[src/rtl/if_fetch_predict_stage_pkg.sv]
// Shared pipeline types and constants for the fetch/predict stage:
// counter encodings, BTB entry layout and the IF/ID payload.
package if_fetch_predict_stage_pkg;

  localparam int unsigned XLEN    = 32;
  localparam int unsigned WADDR_W = XLEN - 2;

  localparam logic [XLEN-1:0] NOP_INSTR = 32'h0000_0013;

  localparam logic [1:0] CTR_SNT = 2'b00;
  localparam logic [1:0] CTR_WNT = 2'b01;
  localparam logic [1:0] CTR_WT  = 2'b10;
  localparam logic [1:0] CTR_ST  = 2'b11;

  // Tag is held zero-extended to a full word address so the layout is size-independent.
  typedef struct packed {
    logic               valid;
    logic [WADDR_W-1:0] tag;
    logic [WADDR_W-1:0] target;
    logic [1:0]         ctr;
  } btb_entry_t;

  typedef struct packed {
    logic [XLEN-1:0] pc;
    logic [XLEN-1:0] instr;
    logic            valid;
    logic            pred_taken;
    logic [XLEN-1:0] pred_target;
  } ifid_t;

  localparam ifid_t IFID_NOP = '{
    pc:          '0,
    instr:       NOP_INSTR,
    valid:       1'b0,
    pred_taken:  1'b0,
    pred_target: '0
  };

  function automatic logic [1:0] ctr_update(input logic [1:0] ctr, input logic taken);
    logic [1:0] res;
    res = ctr;
    if (taken) begin
      if (ctr != CTR_ST) res = ctr + 2'd1;
    end else begin
      if (ctr != CTR_SNT) res = ctr - 2'd1;
    end
    return res;
  endfunction

endpackage

[src/rtl/if_fetch_predict_stage_btb_2bit.sv]
// Direct-mapped branch target buffer with 2-bit saturating counters.
// Combinational lookup sees the pre-update entry when lookup and update collide.
module btb_2bit
  import if_fetch_predict_stage_pkg::*;
#(
  parameter int unsigned ENTRIES = 16
) (
  input  logic            clk,
  input  logic            reset,
  input  logic [XLEN-1:0] i_lk_pc,
  output logic            o_hit_c,
  output logic            o_pred_taken_c,
  output logic [XLEN-1:0] o_target_c,
  input  logic            i_upd_valid,
  input  logic [XLEN-1:0] i_upd_pc,
  input  logic            i_upd_taken,
  input  logic [XLEN-1:0] i_upd_target
);

  localparam int unsigned IW = $clog2(ENTRIES);

  btb_entry_t r_entries [ENTRIES];

  logic [IW-1:0]      w_lk_idx;
  logic [IW-1:0]      w_upd_idx;
  logic [WADDR_W-1:0] w_lk_tag;
  logic [WADDR_W-1:0] w_upd_tag;
  logic [WADDR_W-1:0] w_upd_target;
  btb_entry_t         w_lk_entry;
  btb_entry_t         w_upd_entry;
  logic               w_upd_hit;

  assign w_lk_idx     = i_lk_pc[1+IW:2];
  assign w_lk_tag     = WADDR_W'(i_lk_pc >> (2 + IW));
  assign w_upd_idx    = i_upd_pc[1+IW:2];
  assign w_upd_tag    = WADDR_W'(i_upd_pc >> (2 + IW));
  assign w_upd_target = WADDR_W'(i_upd_target >> 2);

  assign w_lk_entry  = r_entries[w_lk_idx];
  assign w_upd_entry = r_entries[w_upd_idx];
  assign w_upd_hit   = w_upd_entry.valid && (w_upd_entry.tag == w_upd_tag);

  assign o_hit_c        = w_lk_entry.valid && (w_lk_entry.tag == w_lk_tag);
  assign o_pred_taken_c = o_hit_c && w_lk_entry.ctr[1];
  assign o_target_c     = {w_lk_entry.target, 2'b00};

  // Resolved-branch training: strengthen/weaken on hit, allocate on taken miss.
  always_ff @(posedge clk) begin
    if (reset) begin
      for (int unsigned i = 0; i < ENTRIES; i++) begin
        r_entries[IW'(i)] <= '{valid: 1'b0, tag: '0, target: '0, ctr: CTR_WNT};
      end
    end else if (i_upd_valid) begin
      if (w_upd_hit) begin
        r_entries[w_upd_idx].ctr <= ctr_update(w_upd_entry.ctr, i_upd_taken);
        if (i_upd_taken) r_entries[w_upd_idx].target <= w_upd_target;
      end else if (i_upd_taken) begin
        r_entries[w_upd_idx] <= '{valid: 1'b1, tag: w_upd_tag, target: w_upd_target, ctr: CTR_WT};
      end
    end
  end

endmodule

[src/rtl/if_fetch_predict_stage.sv]
// Instruction fetch with BTB-based next-PC prediction and the IF/ID register.
// Redirects from EX win over load-use holds; reset wins over both.
module if_fetch_predict_stage
  import if_fetch_predict_stage_pkg::*;
#(
  parameter int unsigned     BTB_ENTRIES = 16,
  parameter logic [XLEN-1:0] RESET_PC    = 32'h0000_0000
) (
  input  logic            clk,
  input  logic            reset,
  input  logic            clk_gate,
  input  logic            wrong_prediction,
  input  logic [XLEN-1:0] correct_pc,
  input  logic            ex_branch_valid,
  input  logic [XLEN-1:0] ex_pc,
  input  logic            ex_taken,
  input  logic [XLEN-1:0] ex_target,
  output logic [XLEN-1:0] imem_addr,
  input  logic [XLEN-1:0] imem_rdata,
  output logic [XLEN-1:0] IF_ID_pc,
  output logic [XLEN-1:0] IF_ID_instr,
  output logic [4:0]      IF_ID_rs1,
  output logic [4:0]      IF_ID_rs2,
  output logic            IF_ID_valid,
  output logic            IF_ID_pred_taken,
  output logic [XLEN-1:0] IF_ID_pred_target
);

  logic [XLEN-1:0] r_pc;
  ifid_t           r_ifid;

  logic            w_btb_hit;
  logic            w_pred_taken;
  logic [XLEN-1:0] w_btb_target;
  logic [XLEN-1:0] w_next_pc;

  btb_2bit #(
    .ENTRIES (BTB_ENTRIES)
  ) u_btb (
    .clk            (clk),
    .reset          (reset),
    .i_lk_pc        (r_pc),
    .o_hit_c        (w_btb_hit),
    .o_pred_taken_c (w_pred_taken),
    .o_target_c     (w_btb_target),
    .i_upd_valid    (ex_branch_valid),
    .i_upd_pc       (ex_pc),
    .i_upd_taken    (ex_taken),
    .i_upd_target   (ex_target)
  );

  assign w_next_pc = w_pred_taken ? w_btb_target : r_pc + XLEN'(4);

  // PC and IF/ID advance together; a redirect always injects one bubble.
  always_ff @(posedge clk) begin
    if (reset) begin
      r_pc   <= RESET_PC;
      r_ifid <= IFID_NOP;
    end else if (wrong_prediction) begin
      r_pc   <= correct_pc;
      r_ifid <= IFID_NOP;
    end else if (clk_gate) begin
      r_pc   <= w_next_pc;
      r_ifid <= '{
        pc:          r_pc,
        instr:       imem_rdata,
        valid:       1'b1,
        pred_taken:  w_pred_taken,
        pred_target: w_next_pc
      };
    end
  end

  assign imem_addr         = r_pc;
  assign IF_ID_pc          = r_ifid.pc;
  assign IF_ID_instr       = r_ifid.instr;
  assign IF_ID_rs1         = r_ifid.instr[19:15];
  assign IF_ID_rs2         = r_ifid.instr[24:20];
  assign IF_ID_valid       = r_ifid.valid;
  assign IF_ID_pred_taken  = r_ifid.pred_taken;
  assign IF_ID_pred_target = r_ifid.pred_target;

  // Hit is folded into pred_taken; kept as a named net for debug visibility.
  logic w_unused;
  assign w_unused = w_btb_hit;

endmodule
[config.mk]
export PLATFORM = sky130hd
export DESIGN_NAME = if_fetch_predict_stage
export DESIGN_NICKNAME = d
export VERILOG_FILES = /design/src/rtl/if_fetch_predict_stage_pkg.sv /design/src/rtl/if_fetch_predict_stage_btb_2bit.sv /design/src/rtl/if_fetch_predict_stage.sv
export SDC_FILE = /design/constraint.sdc
export NUM_CORES = 2
export LEC_CHECK = 0
export BUFFER_PORTS_ARGS = -buffer_cell sky130_fd_sc_hd__buf_2
export CAP_MARGIN = 15
export CORE_ASPECT_RATIO = 0.5
export CORE_UTILIZATION = 50
export DETAILED_ROUTE_END_ITERATION = 6
export PLACE_DENSITY = 0.74
export SYNTH_ARGS = -nofsm -noshare
export SYNTH_HDL_FRONTEND = slang
export SYNTH_HIERARCHICAL = 1
export SYNTH_SLANG_ARGS = --single-unit
[constraint.sdc]
create_clock -name clk -period 4.7 [get_ports clk]
set_clock_uncertainty 0.2 [all_clocks]
set_input_delay 0.705 -clock clk [delete_from_list [all_inputs] [get_ports clk]]
set_output_delay 0.705 -clock clk [all_outputs]
set_load 0.02 [all_outputs]
==> metrics <==
failing checks=DRC; r2r setup slk=0.07 ns; Root Buffer=clkbuf_16; Final min period=~4.6 ns; largest net degree at the start of global routing=137; initial drt markers=about 5,600; top-area cell type share of the netlist area=52.1%; Final Max Slew Viols=0; CTS Buffer Depth=3; Core Area=about 110,000 µm²; GR Layer Usage met3=8.54%; post-DP HPWL=102 mm; Final Hold Vio Count=0; Hold Startpoint=correct_pc[0]; GRT Max-Usage Layer=met2; Area Growth Syn to Fin=14.2%; CTS sink count=1,074; Mapped Avg Cell Area=14.3 µm²; storage element area=30,800 µm²; LEAKAGE=between 20 and 25 nW; antenna violations before repair=13; setup_tns=0 ns; Worst EP required=5.15 ns; die area=108,000 µm²; highest clock rate=0.216 GHz; CP max FO=25; Hold Slack=0.0357 ns; PwrDens=about 360 nW/µm²; I/O Buffers=269; register bit total from synthesis=1,074; first-pass GRT wire length=242 mm; Clk Latency, worst-skew pair=0.73 ns; top-level port count=274; Seq/Total Area, Yosys=57.6%; Min-Delay Endpoint=imem_addr[0]$_SDFFE_PP0P_; Final nets=4,098; Setup crit start kind=flop; Design Area, Final=61,000 µm²; Die X-Extent=464 µm; final clock period utilization by the worst path=a little over nine tenths; Worst Hold Depth=3; largest cells by area after synthesis=edfxtp_1, mux4_2, and2_1; Worst Tran Pin Value=between 1 and 1.5 ns; WL/cell=31.2 µm; Row Count=84; CTS tree=built; Final Util=about 58%; antenna-violating nets left=0; Post-synth EDFFs=928; Max Cap Viol=0; TritonCTS Buffers=96; footprint of the multi-input gates=21,200 µm²; Reg-to-Reg Start=imem_addr[2]$_SDFFE_PP0P_; Worst R2R Path Depth=17; status=finished with violations; Detailed Route WL=roughly 170 mm; fillers=8,196; WP data arrival=between 5 and 6 ns; Peak VDD IR=0.291 mV; GRT Overall Usage=31.1%; synthesis warning total=6; Async SR Flop Fraction=0%; total gr overflow=0; H-tree lvl count=3; top_reg_cell synth=edfxtp_1; R2R Path End=imem_addr[19]$_SDFFE_PP0P_; height of the die=233 µm; Post-Syn Area=53,500 µm²; DP Area=57,600 µm²; cell count after synthesis=3,749; RSZ-0062 raised after global routing=false; Starting Density=50.7%; Netlist cell types=between 70 and 80; clock slew at reported path FFs=0.07 ns; # setup viols final=0; drc violations=8; vias in the first global route=34,900; kind of critical path=flop to flop; setup bufs post-CTS=0; Yosys top cell by area=edfxtp_1; worst-case headroom to the max-slew limit=23.1%; hold crit path type=input pin to flop; TritonRoute pass-1 iters=7; GR Util met1=42.1%; share of layout cells above drive strength 1=28.6%; Global Route met2 Usage=between 40% and 50%; vias=around 36,000; RePlAce Congestion=0.978; vias per cell=6.58; Setup crit end kind=flop
[metrics by stage]
step,instances,setup slack (ns),power (W)
after floorplan,3750,-0.0641,0.0128
after global placement,5272,-0.0985,0.0138
after detailed placement,5272,0.0309,0.0139
after CTS,5464,0.0140,0.0220
after global routing,5467,0.0117,0.0225
final,5473,0.0679,0.0220
[power by group]
group	internal [W]	switching [W]	total [W]	leakage, nW
Combinational	0.00114	0.00154	0.00269	11.6
Sequential	0.0108	0.000242	0.0111	10.0
Clock	0.00450	0.00372	0.00822	1.57
Total	0.0165	0.00551	0.0220	23.2
[final cells by class]
cell class | count | share of cell area (%)
clock buffer | 118 | 4.16
timing repair buffer | 518 | 6.39
antenna | 9 | 0.0369
inverter | 26 | 0.160
clock inverter | 62 | 1.17
multi-input combinational | 2247 | 34.7
sequential | 1074 | 50.5
tap | 1419 | 2.91
[worst max-delay path by stage]
stage,startpoint,endpoint,cells after the start
3_5_place_dp,ex_pc[3],u_btb/r_entries[3][54]$_DFFE_PP_,16
4_1_cts,imem_addr[2]$_SDFFE_PP0P_,imem_addr[19]$_SDFFE_PP0P_,17
6_report,imem_addr[2]$_SDFFE_PP0P_,imem_addr[19]$_SDFFE_PP0P_,17
5_1_grt,imem_addr[2]$_SDFFE_PP0P_,imem_addr[19]$_SDFFE_PP0P_,15
3_3_place_gp,imem_addr[2]$_SDFFE_PP0P_,imem_addr[19]$_SDFFE_PP0P_,17
2_1_floorplan,ex_pc[5],u_btb/r_entries[0][10]$_DFFE_PP_,7
[critical path: stages (launching register included)]
cell	delay (ns)
dfxtp_4	0.45
buf_12	0.26
mux4_2	0.55
mux4_2	0.59
xor2_1	0.21
nor4_2	0.45
nand3_1	0.17
nor4_1	0.20
buf_4	0.15
and2_1	0.16
buf_12	0.17
buf_4	0.12
nand2_1	0.07
nor2_2	0.21
buf_4	0.21
a22o_1	0.14
a31oi_1	0.08
o21ai_1	0.12
[flip-flops by register name, summed over array words and instances (netlist names)]
name	flops
IF_ID_pred_taken	1
u_btb/r_entries	944
imem_addr	32
IF_ID_instr	32
IF_ID_pred_target	32
IF_ID_valid	1
IF_ID_pc	32
[cells by family after synthesis]
kind of cell / after synthesis / share of synthesized area (%)
AOI/OAI and AO/OA: 289 / 3.65
other: 1 / 0.00702
DFF: 1074 / 57.6
buffers and inverters: 429 / 3.41
xor gates and xnor gates: 62 / 1.02
muxes: 558 / 19.6
adders and majority gates: 2 / 0.0421
and+or+nand+nor: 1334 / 14.7
[metal layers]
metal / vias to the layer above / share of wire (%) / wire, µm
met1: 18200 / 37 / 63300
met5: - / 0.016 / 27
met4: 4 / 4.5 / 7680
met3: 428 / 13 / 22300
li1: 14800 / - / -
met2: 2598 / 45 / 77200
[cells in the mapped netlist (15+ instances only)]
master	instances
nor4_1	17
nand4_1	15
mux2i_1	149
edfxtp_1	928
xor2_1	22
o21ai_0	57
nor2_1	124
or2_1	16
xnor2_1	40
a31o_2	17
o211ai_1	17
a21o_1	31
buf_1	46
dfxtp_1	146
nor3_1	24
nand2_1	111
o22ai_1	16
nor3b_1	17
clkbuf_1	275
and2_1	504
nand3_1	32
and3_1	420
inv_1	22
mux2_2	21
buf_4	21
a211oi_1	19
buf_2	52
mux4_2	388
a21oi_1	49
[what timing repair did]
action,in CTS,in global routing
hold buffers,12,0
resized for setup,0,3
endpoints found under the hold margin,12,0
setup endpoints to repair,0,14
[cell usage in the layout, fill, tap and decap left out, types with 16 or more instances in the layout]
cell,Yosys,routed
nor4_1,17,16
o21ai_0,57,41
nor3_1,24,23
o211ai_1,17,17
a31o_2,17,17
xor2_1,22,22
o22ai_1,16,16
a21o_1,31,31
inv_1,22,22
buf_4,21,189
clkbuf_16,0,98
clkbuf_1,275,19
and2_1,504,504
and3_1,420,420
nor2_4,0,16
edfxtp_1,928,928
mux2_2,21,21
xnor2_1,40,40
nor3b_1,17,17
buf_2,52,265
mux4_2,388,388
mux2i_1,149,149
clkinv_2,0,17
o21ai_4,0,16
or2_2,5,21
a211oi_1,19,19
nand3_1,32,32
buf_12,0,51
clkinv_1,2,23
nor2_1,124,107
dfxtp_1,146,142
nand2_1,111,111
a21oi_1,49,49
Note: power is estimated with default switching activity, not from simulation.
